===== src/rtl/pc_unit_ras.sv =====
// pc_unit_ras: program-counter unit for the multi-cycle MIPS datapath.
// Holds the PC and selects the next PC from sequential, branch, jump or
// register sources. A circular return-address stack serves jal/jr $ra
// pairs, and a RUN/HALT state machine gates all updates.
// Optional feature macro: PC_ALIGN_CHECK_EN (traps misaligned targets to
// TRAP_ADDR and reports them on addrErr/epc).
module pc_unit_ras #(
  parameter int            AW         = 32,
  parameter logic [AW-1:0] RESET_ADDR = AW'(32'h00003000),
  parameter int            RAS_DEPTH  = 4,
  parameter logic [AW-1:0] TRAP_ADDR  = AW'(32'h00004180)
) (
  input  logic          clk,
  input  logic          rst,
  input  logic          PCWre,
  input  logic          halt,
  input  logic          resume,
  input  logic [1:0]    pcSrc,
  input  logic          branchTaken,
  input  logic [15:0]   imm16,
  input  logic [25:0]   jTarget,
  input  logic [AW-1:0] regTarget,
  input  logic          call,
  input  logic          ret,
  output logic [AW-1:0] currentIAddr,
  output logic [AW-1:0] pcPlus4,
  output logic          halted,
  output logic          rasEmpty,
  output logic          rasFull,
  output logic          addrErr,
  output logic [AW-1:0] epc
);

  localparam int PW = $clog2(RAS_DEPTH);
  localparam int CW = PW + 1;

  typedef enum logic {RUN, HALT} state_t;

  state_t        state;
  logic [AW-1:0] pc;
  logic [AW-1:0] stack [RAS_DEPTH];
  logic [PW-1:0] ptr;      // next free slot; top of stack is ptr-1
  logic [CW-1:0] cnt;
  logic [PW-1:0] top_idx;
  logic [AW-1:0] ras_top;
  logic [AW-1:0] tgt_raw;
  logic [AW-1:0] pc_upd;
  logic          update;
  logic          ras_en;
  logic          push;
  logic          pop;
  logic          replace;

  // Branch offset in bytes: sign-extended word offset shifted left by two.
  function automatic logic signed [AW-1:0] branch_off(input logic [15:0] imm);
    return {{(AW-18){imm[15]}}, imm, 2'b00};
  endfunction

  assign currentIAddr = pc;
  assign pcPlus4      = pc + AW'(4);
  assign halted       = (state == HALT);
  assign rasEmpty     = (cnt == '0);
  assign rasFull      = (cnt == CW'(RAS_DEPTH));
  assign top_idx      = ptr - PW'(1);
  assign ras_top      = stack[top_idx];

  // A halt request on a RUN edge takes effect instead of the PC update.
  assign update = (state == RUN) && PCWre && !halt;

  // Raw next-PC selection; a return overrides the pcSrc select.
  always_comb begin
    tgt_raw = pcPlus4;
    if (ret) begin
      tgt_raw = rasEmpty ? regTarget : ras_top;
    end else begin
      case (pcSrc)
        2'b01: if (branchTaken) tgt_raw = pcPlus4 + $unsigned(branch_off(imm16));
        2'b10: tgt_raw[27:0] = {jTarget, 2'b00};
        2'b11: tgt_raw = regTarget;
        default: tgt_raw = pcPlus4;
      endcase
    end
  end

`ifdef PC_ALIGN_CHECK_EN
  logic misalign;
  assign misalign = (tgt_raw[1:0] != 2'b00);
  assign pc_upd   = misalign ? TRAP_ADDR : tgt_raw;
  // A trapped target must not disturb the return stack.
  assign ras_en   = update && !misalign;

  // One-cycle fault pulse and capture of the offending target.
  always_ff @(posedge clk or negedge rst) begin
    if (!rst) begin
      addrErr <= 1'b0;
      epc     <= '0;
    end else begin
      addrErr <= update && misalign;
      if (update && misalign) epc <= tgt_raw;
    end
  end
`else
  assign pc_upd  = tgt_raw & ~AW'(3);
  assign ras_en  = update;
  assign addrErr = 1'b0;
  assign epc     = '0;
`endif

  // call&ret on a non-empty stack rewrites the top entry in place.
  assign push    = ras_en && call && (!ret || rasEmpty);
  assign pop     = ras_en && ret && !call;
  assign replace = ras_en && call && ret && !rasEmpty;

  // Run/halt state, PC register and stack bookkeeping.
  always_ff @(posedge clk or negedge rst) begin
    if (!rst) begin
      state <= RUN;
      pc    <= RESET_ADDR;
      ptr   <= '0;
      cnt   <= '0;
    end else begin
      case (state)
        RUN:     if (halt) state <= HALT;
        HALT:    if (!halt && resume) state <= RUN;
        default: state <= RUN;
      endcase
      if (update) pc <= pc_upd;
      if (push) begin
        ptr <= ptr + PW'(1);
        if (!rasFull) cnt <= cnt + CW'(1);
      end else if (pop && !rasEmpty) begin
        ptr <= ptr - PW'(1);
        cnt <= cnt - CW'(1);
      end
    end
  end

  // Stack storage; a push when full lands on the oldest slot.
  always_ff @(posedge clk) begin
    if (push) stack[ptr] <= pcPlus4;
    else if (replace) stack[top_idx] <= pcPlus4;
  end

endmodule


===== config.mk =====
export PLATFORM = sky130hd
export DESIGN_NAME = pc_unit_ras
export DESIGN_NICKNAME = d
export VERILOG_FILES = /design/src/rtl/pc_unit_ras.sv
export SDC_FILE = /design/constraint.sdc
export NUM_CORES = 1
export LEC_CHECK = 0
export BUFFER_PORTS_ARGS = -buffer_cell sky130_fd_sc_hd__buf_4
export CORE_UTILIZATION = 30
export DETAILED_ROUTE_END_ITERATION = 6
export GPL_ROUTABILITY_DRIVEN = 0
export PLACE_DENSITY = 0.55
export SKIP_LAST_GASP = 1
export SLEW_MARGIN = 20
export SYNTH_ARGS = -nofsm -noshare
export SYNTH_HDL_FRONTEND = slang
export SYNTH_SLANG_ARGS = --single-unit

===== constraint.sdc =====
create_clock -name clk -period 3.8 [get_ports clk]
set_input_delay 0.57 -clock clk [delete_from_list [all_inputs] [get_ports clk]]
set_output_delay 0.57 -clock clk [all_outputs]
set_load 0.005 [all_outputs]

==> results of run 1 <==
==> per-stage QoR <==
| stage | instances | hold WS, ns |
|---|---|---|
| 5_1_grt | 1634 | 0.1428 |
| 3_5_place_dp | 1598 | 0.4784 |
| 4_1_cts | 1630 | 0.1362 |
| 6_report | 1634 | 0.1198 |
| 2_1_floorplan | 974 | 0.2744 |
| 3_3_place_gp | 1598 | 0.4734 |
==> final timing paths <==
kind / slack [ns] / end / depth (start not counted) / from
worst max-delay path: 0.13 / currentIAddr[27] / 16 / currentIAddr[13]
worst min-delay path: 0.12 / currentIAddr[6] / 1 / rst
worst max register to register: 0.13 / currentIAddr[27] / 16 / currentIAddr[13]
worst min register to register: 0.48 / cnt[2] / 1 / cnt[2]
max in group asynchronous: 3.25 / ptr[0] / 1 / rst
min in group clk: 0.33 / halted / 2 / halt
==> flip-flops by register name (all words and copies together), names as in the netlist <==
register	cells
stack	120
halted	1
cnt	3
currentIAddr	30
ptr	2
==> layer usage <==
metal	up-vias	GRT usage [%]	share of wire (%)
met4	0	7.200	2.3
met3	46	3.217	6.6
met1	4186	28.25	45
met2	352	32.64	46
li1	3928	-	-
met5	-	0	0
==> final cells by class <==
type	count	share of cell area, %
tap	442	4.241
clock buffer	17	3.263
sequential	156	34.59
multi-input combinational	709	39.97
inverter	23	0.6621
clock inverter	15	1.612
timing repair buffer	272	15.66
==> layout by cell type, fill, tap and decap left out, drive strengths merged, types with 8 or more instances in the layout <==
cell type | synthesis | layout
a211oi | 10 | 10
a21o | 21 | 21
a21oi | 62 | 62
a221oi | 11 | 11
a31oi | 11 | 11
and3 | 9 | 9
buf | 49 | 272
clkbuf | 37 | 17
conb | 1 | 37
dfrtp | 34 | 34
edfxtp | 120 | 120
ha | 34 | 34
inv | 23 | 29
mux4 | 32 | 32
nand2 | 111 | 111
nand2b | 13 | 13
nand3 | 28 | 28
nand4 | 13 | 13
nor2 | 78 | 78
nor3 | 8 | 8
o211ai | 8 | 8
o21ai | 60 | 60
o22ai | 11 | 11
or3 | 9 | 9
xnor2 | 28 | 28
xor2 | 20 | 20
==> cells by family (layout without fill, tap and decap cells) <==
family                   count (synthesis)  after routing  share of synthesized area, %
multiplexers                            42             42                         8.356
XOR/XNOR                                48             48                         4.260
flip-flops                             156            156                         45.67
other                                    1             37                       0.03800
adder cells (fa/ha/maj)                 36             36                         4.717
buffers and inverters                  109            327                         6.238
AO/OA/AOI/OAI                          240            240                         15.93
AND/OR/NAND/NOR                        306            306                         14.80
==> where the power goes <==
| group | leakage, uW | switching, uW | internal, uW |
|---|---|---|---|
| clock network | 0.000301 | 752 | 1110 |
| logic | 0.00343 | 2610 | 2230 |
| registers | 0.00150 | 230 | 2200 |
==> repair_timing <==
item / CTS / global route
endpoints found under the setup margin: 7 / 16
setup buffers: 0 / 4
pin swaps: 1 / 22
gates resized for setup: 10 / 39
==> flow_summary.yaml, run 1 <==
die:
  core_um2: 32450
  num_io_pins: 184
  dieArea_um2: 33620
  die_w_um: 183.4
  start_util_pct: 30.41
  die_h_um: 183.4
  row_count: 66
clocking:
  cts_tree: "done"
  clkTransAtPathRegs_ns: 0.07
  ctsHtreeMaxLevel: 4
  clockBufferDepth: 2
  clkSinkCount: 156
  worstSkewPairLatency_ns: 0.44
  numCtsBuffers: 17
  postCtsHoldBufs: 0
  cts-root-buf: "clkbuf_16"
global_routing:
  grt_use_total_pct: 20.51
  grt_max_degree: 43
  grt_pass1_wl_mm: 50.31
  antenna_found_initial: 0
  overflow: 0
  grt_pass1_vias: 8110
sta:
  finalHoldViolCount: 0
  setup_viol: 0
  clock.fmax_mhz: 272.2
  final.period_utilization_pct: 96.67
  worst_slew_pin_slew_ns: 0.8586
  fin_ws_ns: 0.1265
  fin_skew_ns: 0.006333
  setup_tns_ns: 0
  drv_slew: 0
  rsz0062_at_grt: "true"
  finalCriticalPeriod_ns: 3.673
  slew_headroom_pct: 42.76
detailed_routing:
  ant_nets: 0
  drt_iter0_drc: 592
  drt_pass1_iterations: 5
  vias: 8512
  route.detailed.drc: 0
  wirelength_mm: 34.37
  drt-vias-per-instance: 5.209
  post_drt_wl_per_cell_um: 21.04
finish:
  antennaDiodeCount: 0
  area_growth_pct: 32.13
  regArea_um2: 4511
  multi_input_area_um2: 5211
  fill_cells: 3204
  utilization_pct: 40.18
  stdcell_area_um2: 13040
  nets: 1299
  drive_above_1_share_pct: 34.40
synth:
  yosys_warnings: 0
  synthArstFlopShare_pct: 23.08
  ys_top_cells_by_area: "edfxtp_1, dfrtp_1, mux4_2"
  yosysTopAreaCell: "edfxtp_1"
  netlist_instances: 938
  yosysSeqAreaShare_pct: 45.67
  synthFlopType: "edfxtp_1"
  synth_area_per_cell_um2: 10.52
  synth_top_area_share_pct: 36.52
  synthTopCellsByCount: "edfxtp_1, nand2_1, nor2_1"
  synth_edf_count: 120
  synth_area_um2: 9868
  synth.most_common_cell: "edfxtp_1"
  synth-seq-cells: 156
  ys_types: 81
worst_setup_path:
  crit_slowest_cell: "dfstp_2"
  path_class: "reg -> reg"
  cp_data_required_time_ns: 4.12
  critPathTopFamily: "compound AO/OA/AOI/OAI gates"
  end_kind: "register"
  crit_chain: "nand4_1, buf_4, nor4_2, buf_4, buf_4, xor2_4, ha_1, a21o_1, a21o_1, a21o_2, a31o_2, o21ai_1, nand2b_1, xnor2_1, nand2_1, a221o_1"
  critical-path-max-stage-delay_ns: 0.53
  path_buf_inv: 3
  start_kind: "register"
  worstPathArrival_ns: 3.99
  path_max_fanout: 3
  crit_top_cell: "buf_4"
placed_design:
  post-place-ws_ns: -0.06705
  placed_cell_area_um2: 12090
  place_hpwl_mm: 25.83
  port_buffers: 144
run:
  maxCapViolations: 0
power:
  powerDensity_nw_per_um2: 700.5
  finalPower_uw: 9134
  leakage_uw: 0.005234
  vdd_drop_max_v: 0.0002620
worst_hold_path:
  hp-class: "in -> async"
outcome:
  status: "finished, final reports clean"
Power figures use the tool's default switching activity.
==> run 2: changes to the inputs <==
--- a/config.mk
+++ b/config.mk
@@ -9,6 +9,7 @@
 export CORE_UTILIZATION = 30
 export DETAILED_ROUTE_END_ITERATION = 6
 export GPL_ROUTABILITY_DRIVEN = 0
+export GPL_TIMING_DRIVEN = 0
 export PLACE_DENSITY = 0.55
 export SKIP_LAST_GASP = 1
 export SLEW_MARGIN = 20
==> run 2 against run 1 <==
The run now ends with setup timing left; core utilization rose by 1.6 points; highest routed layer unchanged; register-to-register slack worse by 0.34 ns; clock power fell by 2%; critical path type unchanged; global-route usage up 2.0 points; first-iteration DRC count is 20% higher; largest cell class unchanged; setup slack lost 0.34 ns; routed wire length rose by 9.2%; largest power group unchanged.
==> flow_summary.yaml, run 2 (same netlist as run 1, synthesis figures left out) <==
clocking:
  numCtsBuffers: 17
  cts_tree: "done"
  cts-root-buf: "clkbuf_16"
  ctsHtreeMaxLevel: 4
  clockBufferDepth: 2
  postCtsHoldBufs: 0
  worstSkewPairLatency_ns: 0.44
  clkTransAtPathRegs_ns: 0.08
  clkSinkCount: 156
detailed_routing:
  vias: 8757
  wirelength_mm: 37.54
  drt-vias-per-instance: 5.317
  ant_nets: 0
  drt_iter0_drc: 711
  post_drt_wl_per_cell_um: 22.79
  drt_pass1_iterations: 5
  route.detailed.drc: 0
die:
  die_w_um: 183.4
  core_um2: 32450
  num_io_pins: 184
  die_h_um: 183.4
  start_util_pct: 30.41
  dieArea_um2: 33620
  row_count: 66
worst_setup_path:
  ff2ff_path_depth: 15
  path_class: "reg -> reg"
  r2r_start: "currentIAddr[2]"
  end_kind: "register"
  path_max_fanout: 4
  regToRegSetupSlack_ns: -0.21
  start_kind: "register"
  cp_data_required_time_ns: 4.12
  worstPathArrival_ns: 4.33
  reg2reg_to: "currentIAddr[27]"
power:
  leakage_uw: 0.005301
  vdd_drop_max_v: 0.0003679
  powerDensity_nw_per_um2: 683.9
sta:
  worst_slew_pin_slew_ns: 0.9311
  final.period_utilization_pct: 105.6
  slew_headroom_pct: 37.93
  setup_viol: 7
  finalCriticalPeriod_ns: 4.011
  clock.fmax_mhz: 249.3
  drv_slew: 0
  fin_skew_ns: 0.01360
  rsz0062_at_grt: "true"
  finalHoldViolCount: 0
  fin_ws_ns: -0.2114
finish:
  final_cell_mix: "buf_4, edfxtp_1, nand2_1"
  nets: 1311
  fill_cells: 3062
  stdcell_area_um2: 13560
  drive_above_1_share_pct: 35.47
  regMostFlops: "stack"
  largest_reg_flops: 120
  regArea_um2: 4522
  multi_input_area_um2: 5668
  utilization_pct: 41.78
  layout_commonest_cell: "buf_4"
  area_growth_pct: 37.40
global_routing:
  overflow: 0
  grt_use_total_pct: 22.49
  grt_use_met3_pct: 3.356
  grt_pass1_vias: 8462
  met1_usage_pct: 29.59
  antenna_found_initial: 1
  grt_pass1_wl_mm: 54.36
  grt_max_degree: 37
  grt_use_met2_pct: 36.20
  busiest_layer: "met2"
placed_design:
  place_hpwl_mm: 27.80
  placed_cell_area_um2: 11790
  port_buffers: 141
run:
  maxCapViolations: 0
outcome:
  failed_checks: "setup timing"
  status: "finished with violations"
worst_hold_path:
  hp-class: "in -> async"
[run 2: what timing repair did]
item,CTS,global route
buffers inserted,43,12
pin swaps,28,30
gates resized for setup,84,37
hold endpoints to repair,0,0
endpoints found under the setup margin,26,18
[run 2: power by group]
part	internal [uW]	switching [uW]	total (uW)
clock	1050	772	1820
combinational	2210	2700	4910
sequential	2210	332	2540
[run 2: worst max-delay path, cell delays in order (launching register included)]
cell and delay (ns):
dfrtp_2 0.44, ha_4 0.17, nand3_1 0.13, nor2_2 0.18, nand4_1 0.21, xnor2_4 0.23
ha_4 0.31, nand2_2 0.08, or4_1 0.51, or3_4 0.38, a311oi_4 0.36, o21ai_1 0.13
nand2b_1 0.12, xnor2_1 0.14, nand2_1 0.13, a221o_1 0.36
[run 2: cell type report]
class | count | area share, %
multi-input cells | 709 | 41.80
flip-flops and latches | 156 | 33.35
repair buffers | 202 | 11.89
well taps | 442 | 4.079
plain buffers | 82 | 3.709
clock buffers | 18 | 3.165
clock inverters | 14 | 1.329
inverters | 23 | 0.6644
diodes | 1 | 0.01846
[run 2: routing by layer]
layer,up-vias,wire length [um],part of all wire [%]
li1,3952,-,-
met1,4321,15630,42
met2,401,17570,47
met3,83,2674,7.1
met4,0,1674,4.5
met5,-,0,0
[run 2: metrics by stage]
step	TNS (ns)	instances	power [uW]	worst slack [ns]	hold WS, ns
2_1_floorplan	0	974	4953	0.006279	0.2744
5_1_grt	-2.098	1646	9743	-0.3189	0.1419
6_report	-0.5480	1647	9273	-0.2114	0.1153
3_3_place_gp	-320.92	1557	6545	-2.786	0.4738
3_5_place_dp	-14.86	1563	6602	-1.175	0.4781
4_1_cts	-0.4421	1635	8976	-0.1092	0.1337
[run 2: worst max path at each step]
stage	start	to	cells past startpoint
floorplan	currentIAddr[4]	currentIAddr[27]	15
global placement	halt	stack[3][7]	5
detailed placement	currentIAddr[12]	currentIAddr[31]	15
CTS	currentIAddr[2]	currentIAddr[27]	16
global route	currentIAddr[2]	currentIAddr[27]	15
finish	currentIAddr[2]	currentIAddr[27]	15
